**config.mk**
```make
export PLATFORM = sky130hd
export DESIGN_NAME = temp_fan_ctrl_flat
export DESIGN_NICKNAME = d
export VERILOG_FILES = /design/src/rtl/temp_fan_pkg.sv /design/src/rtl/temp_fan_ctrl_if.sv /design/src/rtl/fan_pwm_gen.sv /design/src/rtl/temp_fan_ctrl.sv /design/src/flat_wrapper.sv
export SDC_FILE = /design/constraint.sdc
export NUM_CORES = 1
export LEC_CHECK = 0
export ABC_CLOCK_PERIOD_IN_PS = 6500
export CORE_ASPECT_RATIO = 1.1
export CORE_MARGIN = 4
export CORE_UTILIZATION = 45
export DETAILED_ROUTE_END_ITERATION = 16
export SETUP_SLACK_MARGIN = 0.2
export SLEW_MARGIN = 20
export SYNTH_ARGS = -nofsm -noshare
export SYNTH_HDL_FRONTEND = slang
export SYNTH_HIERARCHICAL = 1
export SYNTH_SLANG_ARGS = --single-unit
```
**constraint.sdc**
```tcl
create_clock -name CLK_10MHZ -period 6.5 [get_ports CLK_10MHZ]
set_input_delay 1.3 -clock CLK_10MHZ [delete_from_list [all_inputs] [get_ports CLK_10MHZ]]
set_output_delay 1.3 -clock CLK_10MHZ [all_outputs]
set_load 0.005 [all_outputs]
```
**src/rtl/temp_fan_pkg.sv**
```systemverilog
// temp_fan_pkg: shared fan-state encoding and sizing helpers for the temperature fan controller.
package temp_fan_pkg;

    localparam logic [1:0] FAN_STATE_OFF  = 2'd0;
    localparam logic [1:0] FAN_STATE_LOW  = 2'd1;
    localparam logic [1:0] FAN_STATE_HIGH = 2'd2;

    typedef enum logic [1:0] {
        FAN_OFF  = FAN_STATE_OFF,
        FAN_LOW  = FAN_STATE_LOW,
        FAN_HIGH = FAN_STATE_HIGH
    } fan_state_t;

    // Running sum needs the sample width plus one bit per doubling of the window.
    function automatic int sumWidth(input int avgLog2);
        return 8 + avgLog2;
    endfunction

endpackage

```
**src/rtl/temp_fan_ctrl_if.sv**
```systemverilog
// temp_fan_ctrl_if: temperature input and fan status outputs of temp_fan_ctrl.
interface temp_fan_ctrl_if;
    import temp_fan_pkg::*;

    logic signed [7:0] temperature;
    logic signed [7:0] tempAvg;
    logic              avgValid;
    fan_state_t        fanState;
    logic              fanPwm;
    logic              overTemp;

    modport master (
        output temperature,
        input  tempAvg, avgValid, fanState, fanPwm, overTemp
    );

    modport slave (
        input  temperature,
        output tempAvg, avgValid, fanState, fanPwm, overTemp
    );

endinterface

```
**src/rtl/fan_pwm_gen.sv**
```systemverilog
// fan_pwm_gen: fan PWM with a duty that only changes on period boundaries.
// Optional macro FAN_KICKSTART_EN adds a full-drive kick requested on OFF->LOW.
module fan_pwm_gen
    import temp_fan_pkg::*;
#(
    parameter int PWM_PERIOD = 400,
    parameter int DUTY_LOW   = 160
`ifdef FAN_KICKSTART_EN
    , parameter int KICK_CYCLES = 5000000
`endif
) (
    input  logic       CLK_10MHZ,
    input  logic       RST_N,
    input  fan_state_t fanState,
`ifdef FAN_KICKSTART_EN
    input  logic       kickReq,
`endif
    output logic       fanPwm
);

    localparam int CW = $clog2(PWM_PERIOD + 1);

    logic [CW-1:0] pwmCnt;
    logic [CW-1:0] duty;
    logic [CW-1:0] activeDuty;
    logic          pwmWrap;
    logic          kickActive;

    always_comb begin
        activeDuty = CW'(PWM_PERIOD);
        case (fanState)
            FAN_OFF: activeDuty = '0;
            FAN_LOW: activeDuty = CW'(DUTY_LOW);
            default: activeDuty = CW'(PWM_PERIOD);
        endcase
    end

    assign pwmWrap = (pwmCnt == CW'(PWM_PERIOD - 1));

`ifdef FAN_KICKSTART_EN
    localparam int KW = $clog2(KICK_CYCLES + 1);
    logic [KW-1:0] kickCnt;

    // A request wins over cancellation, since fanState still shows OFF on the request cycle.
    always_ff @(posedge CLK_10MHZ) begin
        if (!RST_N) begin
            kickCnt <= '0;
        end else if (kickReq) begin
            kickCnt <= KW'(KICK_CYCLES);
        end else if (fanState != FAN_LOW) begin
            kickCnt <= '0;
        end else if (kickCnt != '0) begin
            kickCnt <= kickCnt - KW'(1);
        end
    end

    assign kickActive = (kickCnt != '0);
`else
    assign kickActive = 1'b0;
`endif

    always_ff @(posedge CLK_10MHZ) begin
        if (!RST_N) begin
            pwmCnt <= '0;
            duty   <= CW'(PWM_PERIOD);
            fanPwm <= 1'b0;
        end else begin
            pwmCnt <= pwmWrap ? '0 : pwmCnt + CW'(1);
            if (pwmWrap) begin
                duty <= activeDuty;
            end
            fanPwm <= (pwmCnt < duty) || kickActive;
        end
    end

endmodule

```
**src/rtl/temp_fan_ctrl.sv**
```systemverilog
// temp_fan_ctrl: periodic sampling and window averaging of the 1-Wire temperature byte, hysteresis fan FSM,
// over-temperature flag and PWM fan drive. Optional macro FAN_KICKSTART_EN enables the OFF->LOW kick-start.
module temp_fan_ctrl
    import temp_fan_pkg::*;
#(
    parameter int SAMPLE_DIV = 10000000,
    parameter int AVG_LOG2   = 2,
    parameter int T_ON       = 40,
    parameter int T_HOT      = 55,
    parameter int T_CRIT     = 85,
    parameter int HYST       = 3,
    parameter int PWM_PERIOD = 400,
    parameter int DUTY_LOW   = 160
`ifdef FAN_KICKSTART_EN
    , parameter int KICK_CYCLES = 5000000
`endif
) (
    input  logic CLK_10MHZ,
    input  logic RST_N,
    temp_fan_ctrl_if.slave bus
);

    localparam int DEPTH = 1 << AVG_LOG2;
    localparam int SW    = sumWidth(AVG_LOG2);
    localparam int DIVW  = (SAMPLE_DIV > 1) ? $clog2(SAMPLE_DIV) : 1;
    localparam int FILLW = AVG_LOG2 + 1;

    localparam logic signed [7:0] TH_ON       = 8'(T_ON);
    localparam logic signed [7:0] TH_ON_OFF   = 8'(T_ON - HYST);
    localparam logic signed [7:0] TH_HOT      = 8'(T_HOT);
    localparam logic signed [7:0] TH_HOT_LOW  = 8'(T_HOT - HYST);
    localparam logic signed [7:0] TH_CRIT     = 8'(T_CRIT);
    localparam logic signed [7:0] TH_CRIT_CLR = 8'(T_CRIT - HYST);

    logic [DIVW-1:0]          divCnt;
    logic                     tick;
    logic signed [7:0]        tempSync1, tempSync2, tempStable;
    logic [DEPTH-1:0][7:0]    window;
    logic [AVG_LOG2-1:0]      wrPtr;
    logic [FILLW-1:0]         fillCnt;
    logic                     windowFull;
    logic signed [SW-1:0]     sum;
    logic                     avgUpdate, fsmUpdate;
    logic signed [7:0]        avgQ;
    logic                     avgValidQ;
    fan_state_t               stateQ, stateD;
    logic                     overTempQ, overTempD;
    logic                     fanPwmQ;

    assign tick       = (divCnt == DIVW'(SAMPLE_DIV - 1));
    assign windowFull = (fillCnt == FILLW'(DEPTH));

    always_ff @(posedge CLK_10MHZ) begin
        if (!RST_N) begin
            divCnt <= '0;
        end else begin
            divCnt <= tick ? '0 : divCnt + DIVW'(1);
        end
    end

    // The byte can change at any time; only a value seen unchanged on two consecutive clocks is taken.
    always_ff @(posedge CLK_10MHZ) begin
        if (!RST_N) begin
            tempSync1  <= '0;
            tempSync2  <= '0;
            tempStable <= '0;
        end else begin
            tempSync1 <= bus.temperature;
            tempSync2 <= tempSync1;
            if (tempSync1 == tempSync2) begin
                tempStable <= tempSync2;
            end
        end
    end

    always_ff @(posedge CLK_10MHZ) begin
        if (!RST_N) begin
            window    <= '0;
            wrPtr     <= '0;
            fillCnt   <= '0;
            sum       <= '0;
            avgUpdate <= 1'b0;
        end else begin
            avgUpdate <= tick;
            if (tick) begin
                window[wrPtr] <= tempStable;
                sum           <= sum + SW'(tempStable) - SW'($signed(window[wrPtr]));
                wrPtr         <= wrPtr + AVG_LOG2'(1);
                if (!windowFull) begin
                    fillCnt <= fillCnt + FILLW'(1);
                end
            end
        end
    end

    always_ff @(posedge CLK_10MHZ) begin
        if (!RST_N) begin
            avgQ      <= '0;
            avgValidQ <= 1'b0;
            fsmUpdate <= 1'b0;
        end else begin
            fsmUpdate <= avgUpdate;
            if (avgUpdate && windowFull) begin
                avgQ      <= 8'(sum >>> AVG_LOG2);
                avgValidQ <= 1'b1;
            end
        end
    end

    always_ff @(posedge CLK_10MHZ) begin
        if (!RST_N) begin
            stateQ    <= FAN_HIGH;
            overTempQ <= 1'b0;
        end else begin
            stateQ    <= stateD;
            overTempQ <= overTempD;
        end
    end

    always_comb begin
        stateD    = stateQ;
        overTempD = overTempQ;
        if (fsmUpdate && avgValidQ) begin
            case (stateQ)
                FAN_OFF: begin
                    if (avgQ >= TH_HOT)     stateD = FAN_HIGH;
                    else if (avgQ >= TH_ON) stateD = FAN_LOW;
                end
                FAN_LOW: begin
                    if (avgQ >= TH_HOT)         stateD = FAN_HIGH;
                    else if (avgQ <= TH_ON_OFF) stateD = FAN_OFF;
                end
                default: begin
                    if (avgQ <= TH_ON_OFF)       stateD = FAN_OFF;
                    else if (avgQ <= TH_HOT_LOW) stateD = FAN_LOW;
                end
            endcase
            if (avgQ >= TH_CRIT)          overTempD = 1'b1;
            else if (avgQ <= TH_CRIT_CLR) overTempD = 1'b0;
        end
    end

`ifdef FAN_KICKSTART_EN
    logic kickReq;
    assign kickReq = (stateQ == FAN_OFF) && (stateD == FAN_LOW);
`endif

    fan_pwm_gen #(
        .PWM_PERIOD (PWM_PERIOD),
        .DUTY_LOW   (DUTY_LOW)
`ifdef FAN_KICKSTART_EN
        , .KICK_CYCLES (KICK_CYCLES)
`endif
    ) pwmGen (
        .CLK_10MHZ (CLK_10MHZ),
        .RST_N     (RST_N),
        .fanState  (stateQ),
`ifdef FAN_KICKSTART_EN
        .kickReq   (kickReq),
`endif
        .fanPwm    (fanPwmQ)
    );

    assign bus.tempAvg  = avgQ;
    assign bus.avgValid = avgValidQ;
    assign bus.fanState = stateQ;
    assign bus.fanPwm   = fanPwmQ;
    assign bus.overTemp = overTempQ;

endmodule

```
**src/flat_wrapper.sv**
```systemverilog
// flat-port wrapper written by rule: the top's interface ports become plain ports
module temp_fan_ctrl_flat import temp_fan_pkg::*;
#(
    parameter int SAMPLE_DIV = 10000000,
    parameter int AVG_LOG2   = 2,
    parameter int T_ON       = 40,
    parameter int T_HOT      = 55,
    parameter int T_CRIT     = 85,
    parameter int HYST       = 3,
    parameter int PWM_PERIOD = 400,
    parameter int DUTY_LOW   = 160

)
  (CLK_10MHZ, RST_N, bus_temperature, bus_tempAvg, bus_avgValid, bus_fanState, bus_fanPwm, bus_overTemp);
  temp_fan_ctrl_if bus_i ();
  input  logic CLK_10MHZ;
  input  logic RST_N;
  input wire logic [$bits(bus_i.temperature)-1:0] bus_temperature;
  output wire logic [$bits(bus_i.tempAvg)-1:0] bus_tempAvg;
  output wire logic [$bits(bus_i.avgValid)-1:0] bus_avgValid;
  output wire logic [$bits(bus_i.fanState)-1:0] bus_fanState;
  output wire logic [$bits(bus_i.fanPwm)-1:0] bus_fanPwm;
  output wire logic [$bits(bus_i.overTemp)-1:0] bus_overTemp;
  assign bus_i.temperature = bus_temperature;
  assign bus_tempAvg = bus_i.tempAvg;
  assign bus_avgValid = bus_i.avgValid;
  assign bus_fanState = bus_i.fanState;
  assign bus_fanPwm = bus_i.fanPwm;
  assign bus_overTemp = bus_i.overTemp;
  temp_fan_ctrl #(.SAMPLE_DIV(SAMPLE_DIV), .AVG_LOG2(AVG_LOG2), .T_ON(T_ON), .T_HOT(T_HOT), .T_CRIT(T_CRIT), .HYST(HYST), .PWM_PERIOD(PWM_PERIOD), .DUTY_LOW(DUTY_LOW)) u_core (.CLK_10MHZ(CLK_10MHZ), .RST_N(RST_N), .bus(bus_i));
endmodule
```
==> results.tsv, run 1 <==
metric	value	unit
drt-total-wl	10840	um
fp.dieW	116.5	um
cts.sinks	122	
path_class	register to register	
post_cts_resized	0	
insertion_delay	410	ps
pwr-share-comb	2.9	%
postCtsHoldBufs	0	
ys_warn_count	6	
timing.rr.start	u_core/wrPtr[0]$_SDFFE_PN0P_	
timing_hold_violations_final	0	
port_buffers	22	
ant_nets	0	
power.share.sequential	42.6	%
yosysTopAreaCellShare	41.89	%
gr-total-overflow	0	
worst-endpoint-arrival	3800	ps
ctsHtreeMaxLevel	4	
ios	23	
antenna_found_initial	0	
dieArea	14840	um^2
rr_endpoint	u_core/sum[9]$_SDFFE_PN0P_	
finish.instance_area	6769	um^2
drtIter0Drc	181	
clkPwrFrac	54.5	%
postSynthCellCount	639	
core_area	12640	um^2
internal-power	1438	uW
syn_area_per_cell	9.125	um^2
slew_violations	0	
yosysSeqAreaShare	41.89	%
drv_cap	0	
grt_pass1_wl	19560	um
hpwl	7611	um
irDropWorstVdd	0.1525	mV
placed_cell_area	6137	um^2
syn-num-nets	680	
synthTopCellsByArea	dfxtp_1, nand2_1, a21boi_0	
rsz0062_at_grt	no	
period_minus_slack	3463	ps
pre_cts_slack	3023	ps
cp-end-kind	register	
slew_headroom	43.57	%
fin_skew	16.62	ps
remaining_drc_errors	0	
gp_congestion	0.8170	
cts_buffer_depth	2	
via_count	4279	
nets	700	
cts_made_buffers	17	
grt_max_degree	97	
async_flop_share	0	%
ys_ff_latch	122	
post-synth-top-area-cell	dfxtp_1	
gr-usage-all-layers	16.13	%
final_util	53.54	%
antennaDiodeCount	0	
critPathRequiredTime	6840	ps
ys.flop_type	dfxtp_1	
wl_per_cell	13.08	um
timing.final.crit_share	53.27	%
reg2reg_depth	10	
critPathMaxFanout	11	
final-setup-viol-count	0	
cts_setup_buffers	0	
status	complete, no violations	
timing.hold.ws	445.5	ps
yosys.cell_types.count	60	
start_kind	register	
rows	43	
start_util	46.12	%
rrSetupSlack	3040	ps
power_leakage	0.002426	uW
clockRootBuffer	clkbuf_16	
die_h	127.4	um
startpoint	u_core/wrPtr[0]$_SDFFE_PN0P_	
tns	0	ps
cts_tree	yes	
path_clk_slew	60	ps
first_global_vias	4275	
avgViaCountPerCell	5.162	
p_per_area	265.2	nW/um^2
endpoint	u_core/sum[9]$_SDFFE_PN0P_	
p_sw	357.3	uW
setup_slack	3037	ps
hold_class	register to register	
max_freq	288.8	MHz
drt-pass1-iter-count	4	
synth-edff-count	0	
synth_area	5831	um^2
drive_gt1_share	8.185	%
areaGrowthSynthToFinish	16.09	%
min_path_cells	1	
worst_pin_slew	843.3	ps
switching_share	19.90	%
worstHoldStart	u_core/pwmGen/pwmCnt[0]$_SDFF_PP0_	
layer usage:
| layer | global-route usage (%) | wire, um |
|---|---|---|
| met1 | 20.68 | 5019 |
| met2 | 26.63 | 5327 |
| met3 | 3.174 | 368 |
| met4 | 6.343 | 127 |
| met5 | 0 | 0 |
cells in the mapped netlist (9+ instances only):
cell and number:
inv_1 48, mux2i_1 14, o21ai_0 9, xnor2_1 20, nor2_1 36, nand3_1 14, a21boi_0 48, ha_1 22
nand2_1 121, clkbuf_1 13, xor2_1 21, fa_1 9, and2_1 26, dfxtp_1 122, nand4_1 13, nor2b_1 11
power by group through the flow:
| stage | Clock (uW) | Sequential (uW) | Combinational, uW |
|---|---|---|---|
| after floorplan | 0 | 779 | 39.1 |
| after global placement | 0 | 781 | 50.6 |
| after detailed placement | 0 | 781 | 51.6 |
| after CTS | 1010 | 765 | 52.2 |
| after global routing | 1040 | 766 | 58.2 |
| final | 979 | 765 | 51.5 |
how the worst min path moves through the flow:
stage | end | slack, ps
global placement | u_core/pwmGen/pwmCnt[0]$_SDFF_PP0_ | 430
global route | u_core/window[8]$_SDFFE_PN0P_ | 470
CTS | u_core/pwmGen/pwmCnt[0]$_SDFF_PP0_ | 450
detailed placement | u_core/pwmGen/pwmCnt[0]$_SDFF_PP0_ | 440
finish | u_core/pwmGen/pwmCnt[0]$_SDFF_PP0_ | 450
floorplan | u_core/pwmGen/pwmCnt[0]$_SDFF_PP0_ | 420
layout by cell type (no fill, tap or decap), types with 3 or more instances in the layout:
| cell | synthesis | final |
|---|---|---|
| nor3_1 | 3 | 3 |
| dfxtp_1 | 122 | 122 |
| clkdlybuf4s50_1 | 0 | 21 |
| fa_1 | 9 | 9 |
| a21o_1 | 4 | 4 |
| and4_1 | 5 | 5 |
| a21oi_1 | 7 | 7 |
| nor2b_1 | 11 | 11 |
| nand2b_1 | 3 | 3 |
| clkinv_2 | 0 | 3 |
| nand3_1 | 14 | 14 |
| clkbuf_16 | 0 | 17 |
| inv_1 | 48 | 48 |
| clkbuf_8 | 0 | 5 |
| nor2_1 | 36 | 36 |
| or3_1 | 6 | 6 |
| a31oi_1 | 4 | 4 |
| a21boi_0 | 48 | 48 |
| o21ai_0 | 9 | 9 |
| mux2i_1 | 14 | 14 |
| nand4_1 | 13 | 13 |
| ha_1 | 22 | 22 |
| bufinv_16 | 0 | 3 |
| xor2_1 | 21 | 21 |
| and2_1 | 26 | 26 |
| mux4_2 | 8 | 8 |
| xnor2_1 | 20 | 20 |
| nand2_1 | 121 | 121 |
layout make-up:
cell class                 count  area [um^2]
clock buffer                  22        494.2
clock inverter                10        137.6
fill                        1156         5874
inverter                      49        183.9
multi-input combinational    445         3084
sequential                   122         2442
tap                          157        196.4
timing repair buffer          24        230.2
logic make-up after synthesis:
kind of cell,after synthesis,synth area share [%]
buffers and inverters,72,5.215
XOR/XNOR,41,6.159
adder cells (fa/ha/maj),31,7.811
AND/OR/NAND/NOR,258,21.50
AO/OA/AOI/OAI,93,11.93
multiplexers,22,5.493
flip-flops,122,41.89
worst max-delay path: stages, from the launching register on:
cell and delay (ps):
dfxtp_1 700, mux4_2 600, fa_1 550, inv_1 60
ha_1 290, a21o_1 180, nand4_1 100, nand3_1 190
a41oi_1 300, mux2i_1 250, mux2i_1 190
registers in the layout (all words and copies together) (netlist names), 3 cells and up:
name,flops
u_core/bus.tempAvg,8
u_core/divCnt,24
u_core/fillCnt,3
u_core/pwmGen/duty,3
u_core/pwmGen/pwmCnt,9
u_core/sum,10
u_core/tempStable,8
u_core/tempSync1,8
u_core/tempSync2,8
u_core/window,32
metrics by stage:
stage          power (uW)  instances
5_1_grt              1863        829
2_1_floorplan       818.3        639
4_1_cts              1822        829
6_report             1795        829
3_5_place_dp        832.5        797
3_3_place_gp        831.2        797
Power figures use the tool's default switching activity.
==> run 2, diff against run 1 <==
--- a/config.mk
+++ b/config.mk
@@ -5,7 +5,7 @@
 export SDC_FILE = /design/constraint.sdc
 export NUM_CORES = 1
 export LEC_CHECK = 0
-export ABC_CLOCK_PERIOD_IN_PS = 6500
+export ABC_CLOCK_PERIOD_IN_PS = 3340
 export CORE_ASPECT_RATIO = 1.1
 export CORE_MARGIN = 4
 export CORE_UTILIZATION = 45
==> constraint.sdc (replaced) <==
create_clock -name CLK_10MHZ -period 3.34 [get_ports CLK_10MHZ]
set_input_delay 0.668 -clock CLK_10MHZ [delete_from_list [all_inputs] [get_ports CLK_10MHZ]]
set_output_delay 0.668 -clock CLK_10MHZ [all_outputs]
set_load 0.005 [all_outputs]
==> run 2 against run 1 <==
Effect of this change: register-to-register slack worse by 2700 ps; critical endpoint is now u_core/sum[8]$_SDFFE_PN0P_; first-iteration DRC count is 4.4% higher; highest routed layer unchanged; cell count is 0.48% higher; routed wire length increased by 1.4%; largest cell class unchanged; via count is 0.61% higher.
==> results.tsv, run 2 (same netlist as run 1, synthesis figures left out) <==
metric	value	unit
irDropWorstVdd	0.3413	mV
areaGrowthSynthToFinish	16.46	%
drt-pass1-iter-count	4	
via_count	4305	
pwr-share-comb	3.2	%
worst-endpoint-arrival	3280	ps
reg.largest.list	u_core/window (32), u_core/divCnt (24), u_core/sum (10)	
gp_congestion	0.8408	
avgViaCountPerCell	5.168	
ant_nets	0	
start_kind	register	
cts_setup_buffers	0	
regMostFlops	u_core/window	
rrSetupSlack	320	ps
drt-total-wl	11000	um
crit_buf_inv	2	
tns	0	ps
power.total	3322	uW
core_area	12640	um^2
drive_gt1_share	9.320	%
drtIter0Drc	189	
cts_tree	yes	
clkPwrFrac	52.0	%
final_cell_mix	nand2_1, dfxtp_1, inv_1, a21boi_0, nor2_1	
antenna_found_initial	0	
rows	43	
rsz0062_at_grt	no	
largest_register_ff_count	32	
min_path_cells	1	
reg2reg_depth	10	
finish.instance_area	6790	um^2
dieArea	14840	um^2
ios	23	
antennaDiodeCount	0	
p_per_area	489.2	nW/um^2
slew_headroom	43.70	%
wl_per_cell	13.20	um
timing.hold.ws	445.3	ps
period_minus_slack	3016	ps
fin_skew	16.12	ps
placed_cell_area	6175	um^2
cts_buffer_depth	2	
cp-end-kind	register	
first_global_vias	4193	
remaining_drc_errors	0	
status	complete, no violations	
rr_endpoint	u_core/sum[8]$_SDFFE_PN0P_	
cts_made_buffers	17	
p_sw	668.8	uW
ctsHtreeMaxLevel	4	
power_leakage	0.002428	uW
clockRootBuffer	clkbuf_16	
gr-usage-all-layers	16.15	%
critPathSlowestCell	mux4_2	
worst_pin_slew	841.5	ps
critical_path.top_delay_family	compound AO/OA/AOI/OAI gates	
grt_pass1_wl	19130	um
hold_class	register to register	
path_class	register to register	
worstHoldStart	u_core/pwmGen/pwmCnt[0]$_SDFF_PP0_	
postCtsHoldBufs	0	
power.share.sequential	44.9	%
insertion_delay	420	ps
drv_cap	0	
critPathRequiredTime	3600	ps
seq_area	2444	um^2
timing.final.crit_share	90.31	%
n_fill_cell	1166	
port_buffers	22	
multi_input_area	3129	um^2
cts.sinks	122	
whs_endpoint	u_core/pwmGen/pwmCnt[0]$_SDFF_PP0_	
nets	705	
die_h	127.4	um
switching_share	20.14	%
final-setup-viol-count	0	
path_clk_slew	50	ps
internal-power	2653	uW
gr-total-overflow	0	
slew_violations	0	
timing_hold_violations_final	0	
start_util	46.12	%
timing.rr.start	u_core/wrPtr[0]$_SDFFE_PN0P_	
max_stage_delay	510	ps
cp_cell_sequence	buf_6, mux4_2, fa_1, inv_1, ha_1, nor2b_1, o21ai_1, a32oi_2, a221oi_2, o221ai_1	
hpwl	7870	um
fp.dieW	116.5	um
max_freq	331.5	MHz
grt_max_degree	51	
critPathMaxFanout	6	
run 2: what timing repair did:
item / in CTS / in global routing
setup endpoints to repair: 1 / 4
pin swaps: 0 / 2
gates resized for setup: 1 / 9
run 2: power by group through the flow:
stage	logic [uW]	registers (uW)	clock network [uW]
6_report	106	1490	1730
5_1_grt	118	1490	1840
4_1_cts	104	1490	1770
3_5_place_dp	102	1520	0
3_3_place_gp	99.9	1520	0
2_1_floorplan	76.2	1520	0
run 2: layout make-up:
type / instances / share of cell area [%]
multi-input combinational: 445 / 46.08
sequential: 122 / 35.99
clock buffer: 22 / 6.836
timing repair buffer: 29 / 4.054
tap: 157 / 2.893
inverter: 49 / 2.709
clock inverter: 9 / 1.437
run 2: how the worst max path moves through the flow:
stage | startpoint | end | cells after the start
2_1_floorplan | u_core/wrPtr[0]$_SDFFE_PN0P_ | u_core/sum[9]$_SDFFE_PN0P_ | 11
6_report | u_core/wrPtr[0]$_SDFFE_PN0P_ | u_core/sum[8]$_SDFFE_PN0P_ | 10
3_3_place_gp | u_core/wrPtr[0]$_SDFFE_PN0P_ | u_core/sum[9]$_SDFFE_PN0P_ | 11
3_5_place_dp | u_core/wrPtr[0]$_SDFFE_PN0P_ | u_core/sum[8]$_SDFFE_PN0P_ | 10
5_1_grt | u_core/wrPtr[0]$_SDFFE_PN0P_ | u_core/sum[8]$_SDFFE_PN0P_ | 11
4_1_cts | u_core/wrPtr[0]$_SDFFE_PN0P_ | u_core/sum[9]$_SDFFE_PN0P_ | 11
run 2: stage by stage:
stage	std cells	setup WS [ps]	util [%]
finish	833	323.5	53.71
global route	833	199.7	53.71
CTS	833	226.3	53.33
detailed placement	802	217.4	48.84
global placement	802	253.3	48.84
floorplan	639	236.7	-
run 2: routing by layer:
metal | routed length, um | track usage (%)
met1 | 5152 | 20.40
met2 | 5265 | 25.39
met3 | 384 | 4.784
met4 | 194 | 7.355
met5 | 0 | 0
run 2: worst reg2reg max path, stage by stage, from the launching register on:
cell,delay (ps)
dfxtp_2,330
buf_6,130
mux4_2,510
fa_1,490
inv_1,40
ha_1,330
nor2b_1,150
o21ai_1,220
a32oi_2,190
a221oi_2,320
o221ai_1,170
==> run 3, diff against run 2 <==
--- a/config.mk
+++ b/config.mk
@@ -14,5 +14,4 @@
 export SLEW_MARGIN = 20
 export SYNTH_ARGS = -nofsm -noshare
 export SYNTH_HDL_FRONTEND = slang
-export SYNTH_HIERARCHICAL = 1
 export SYNTH_SLANG_ARGS = --single-unit
==> run 3 against run 2 <==
Effect of this change: final area down 1.8%; via count up 0.56%; combinational power down 5%; cell count up 0.84%; synthesized cell count up 0.78%; synthesized area down 2.4%; utilization up 0.99 points.
==> results.tsv, run 3 <==
metric	value	unit
status	complete, no violations	
timing.final.crit_share	91.53	%
cts.sinks	122	
drt-total-wl	11740	um
synth_area	5689	um^2
period_minus_slack	3057	ps
drtIter0Drc	220	
insertion_delay	410	ps
grt_pass1_wl	20100	um
ys_warn_count	0	
cp-end-kind	register	
first_global_vias	4358	
rsz0062_at_grt	yes	
drive_gt1_share	10.06	%
tns	0	ps
clockRootBuffer	clkbuf_16	
cts_buffer_depth	2	
place_inst	808	
avgViaCountPerCell	5.154	
postSynthCellCount	644	
die_h	125.9	um
synth-edff-count	0	
gr-usage-all-layers	16.93	%
start_kind	register	
power_leakage	0.002410	uW
max_freq	327.1	MHz
nets	713	
min_path_cells	2	
wl_per_cell	13.97	um
path_clk_slew	60	ps
yosysTopAreaCellShare	42.93	%
rrSetupSlack	280	ps
core_area	12190	um^2
reg2reg_depth	10	
via_count	4329	
cts_made_buffers	17	
fin_cells	840	
yosys-top-cells-count	dfxtp_1, nand2_1, nor2_1	
drv_cap	0	
placed_cell_area	6067	um^2
critical_path.top_delay_family	adder cells	
final-setup-viol-count	0	
worst-endpoint-arrival	3350	ps
antennaDiodeCount	0	
crit_buf_inv	2	
irDropWorstVdd	0.3700	mV
ys.flop_type	dfxtp_1	
cts_setup_buffers	0	
start_util	46.66	%
dieArea	14510	um^2
synthTopCellsByArea	dfxtp_1, nand2_1, xnor2_1	
fp.dieW	115.2	um
timing_hold_violations_final	0	
path_class	register to register	
finish.instance_area	6669	um^2
regMostFlops	u_core.window	
slew_violations	0	
antenna_found_initial	0	
grt_max_degree	40	
hold_class	register to register	
yosysSeqAreaShare	42.93	%
critPathRequiredTime	3630	ps
areaGrowthSynthToFinish	17.22	%
async_flop_share	0	%
port_buffers	22	
gp_congestion	0.8530	
syn_area_per_cell	8.834	um^2
ctsHtreeMaxLevel	4	
rr_endpoint	u_core.sum[8]$_SDFFE_PN0P_	
rows	42	
hpwl	8493	um
final_cell_mix	dfxtp_1, nand2_1, nor2_1, inv_1, a21oi_1	
post-synth-top-area-cell	dfxtp_1	
cp_cell_sequence	buf_4, mux4_2, fa_1, inv_1, ha_1, o21ai_0, a32oi_2, o31ai_1, xor2_1, a21oi_1	
timing.rr.start	u_core.wrPtr[0]$_SDFFE_PN0P_	
yosys.cell_types.count	52	
critPathSlowestCell	mux4_2	
p_per_area	499.2	nW/um^2
critPathMaxFanout	7	
worstHoldStart	u_core.window[3]$_SDFFE_PN0P_	
whs_endpoint	u_core.window[3]$_SDFFE_PN0P_	
timing.hold.ws	449.9	ps
reg.largest.list	u_core.window (32), u_core.divCnt (24), u_core.sum (10)	
slew_headroom	42.73	%
worst_pin_slew	855.9	ps
layout_commonest_cell	dfxtp_1	
drt-pass1-iter-count	6	
syn-num-nets	684	
remaining_drc_errors	0	
synth.most_common_cell	dfxtp_1	
gr-total-overflow	0	
ys_ff_latch	122	
largest_register_ff_count	32	
ios	23	
final_util	54.70	%
ant_nets	0	
max_stage_delay	510	ps
fin_skew	5.789	ps
cts_tree	yes	
-- run 3: worst register-to-register path, stage by stage (launching register included) --
cell and delay [ps]:
dfxtp_4 410, buf_4 170, mux4_2 510, fa_1 490, inv_1 40, ha_1 340, o21ai_0 260, a32oi_2 130
o31ai_1 320, xor2_1 180, a21oi_1 80
-- run 3: final cells by class --
class	count	area, um^2
fillers	1130	5523
multi-input cells	449	2970
flip-flops and latches	122	2446
clock buffers	19	452.9
repair buffers	32	295.3
well taps	154	192.7
inverters	51	191.4
clock inverters	13	120.1
-- run 3: routing by layer --
metal | GRT usage, % | wire (um) | vias to the layer above
li1 | - | - | 2191
met1 | 20.20 | 5279 | 2043
met2 | 28.75 | 5771 | 76
met3 | 4.559 | 462 | 19
met4 | 6.630 | 223 | 0
met5 | 0 | 0 | -
-- run 3: power by group --
| group | leakage [uW] | internal (uW) | total (uW) | switching [uW] |
|---|---|---|---|---|
| logic | 0.00116 | 45.9 | 101 | 54.8 |
| registers | 0.000988 | 1470 | 1480 | 12.7 |
| clock network | 0.000264 | 1060 | 1740 | 680 |
| total | 0.00241 | 2580 | 3330 | 747 |
-- run 3: cell families after synthesis --
logic type,Yosys count,synth area share [%]
AND/OR/NAND/NOR,262,21.51
adder cells (fa/ha/maj),30,7.785
AO/OA/AOI/OAI,85,9.127
flip-flops,122,42.93
buffers and inverters,73,5.300
XOR/XNOR,49,7.543
multiplexers,23,5.806
-- run 3: metrics by stage --
step	setup WS [ps]	power (uW)
2_1_floorplan	268.8	1583
3_3_place_gp	119.9	1613
3_5_place_dp	48.75	1616
4_1_cts	222.4	3359
5_1_grt	169.5	3437
6_report	282.8	3329
-- run 3: worst max-delay path by stage --
stage                                             from                          to  slack [ps]  cells past startpoint
final                     u_core.wrPtr[0]$_SDFFE_PN0P_  u_core.sum[8]$_SDFFE_PN0P_         280                     10
after global routing      u_core.wrPtr[0]$_SDFFE_PN0P_  u_core.sum[8]$_SDFFE_PN0P_         170                     10
after CTS                 u_core.wrPtr[0]$_SDFFE_PN0P_  u_core.sum[7]$_SDFFE_PN0P_         220                     10
after detailed placement  u_core.wrPtr[0]$_SDFFE_PN0P_  u_core.sum[9]$_SDFFE_PN0P_          50                     11
after global placement    u_core.wrPtr[0]$_SDFFE_PN0P_  u_core.sum[9]$_SDFFE_PN0P_         120                     11
after floorplan           u_core.wrPtr[0]$_SDFFE_PN0P_  u_core.sum[8]$_SDFFE_PN0P_         270                     11
-- run 3: timing repair --
item	4_1_cts	5_1_grt
setup endpoints to repair	4	4
gates resized for setup	3	4
hold buffers	0	0
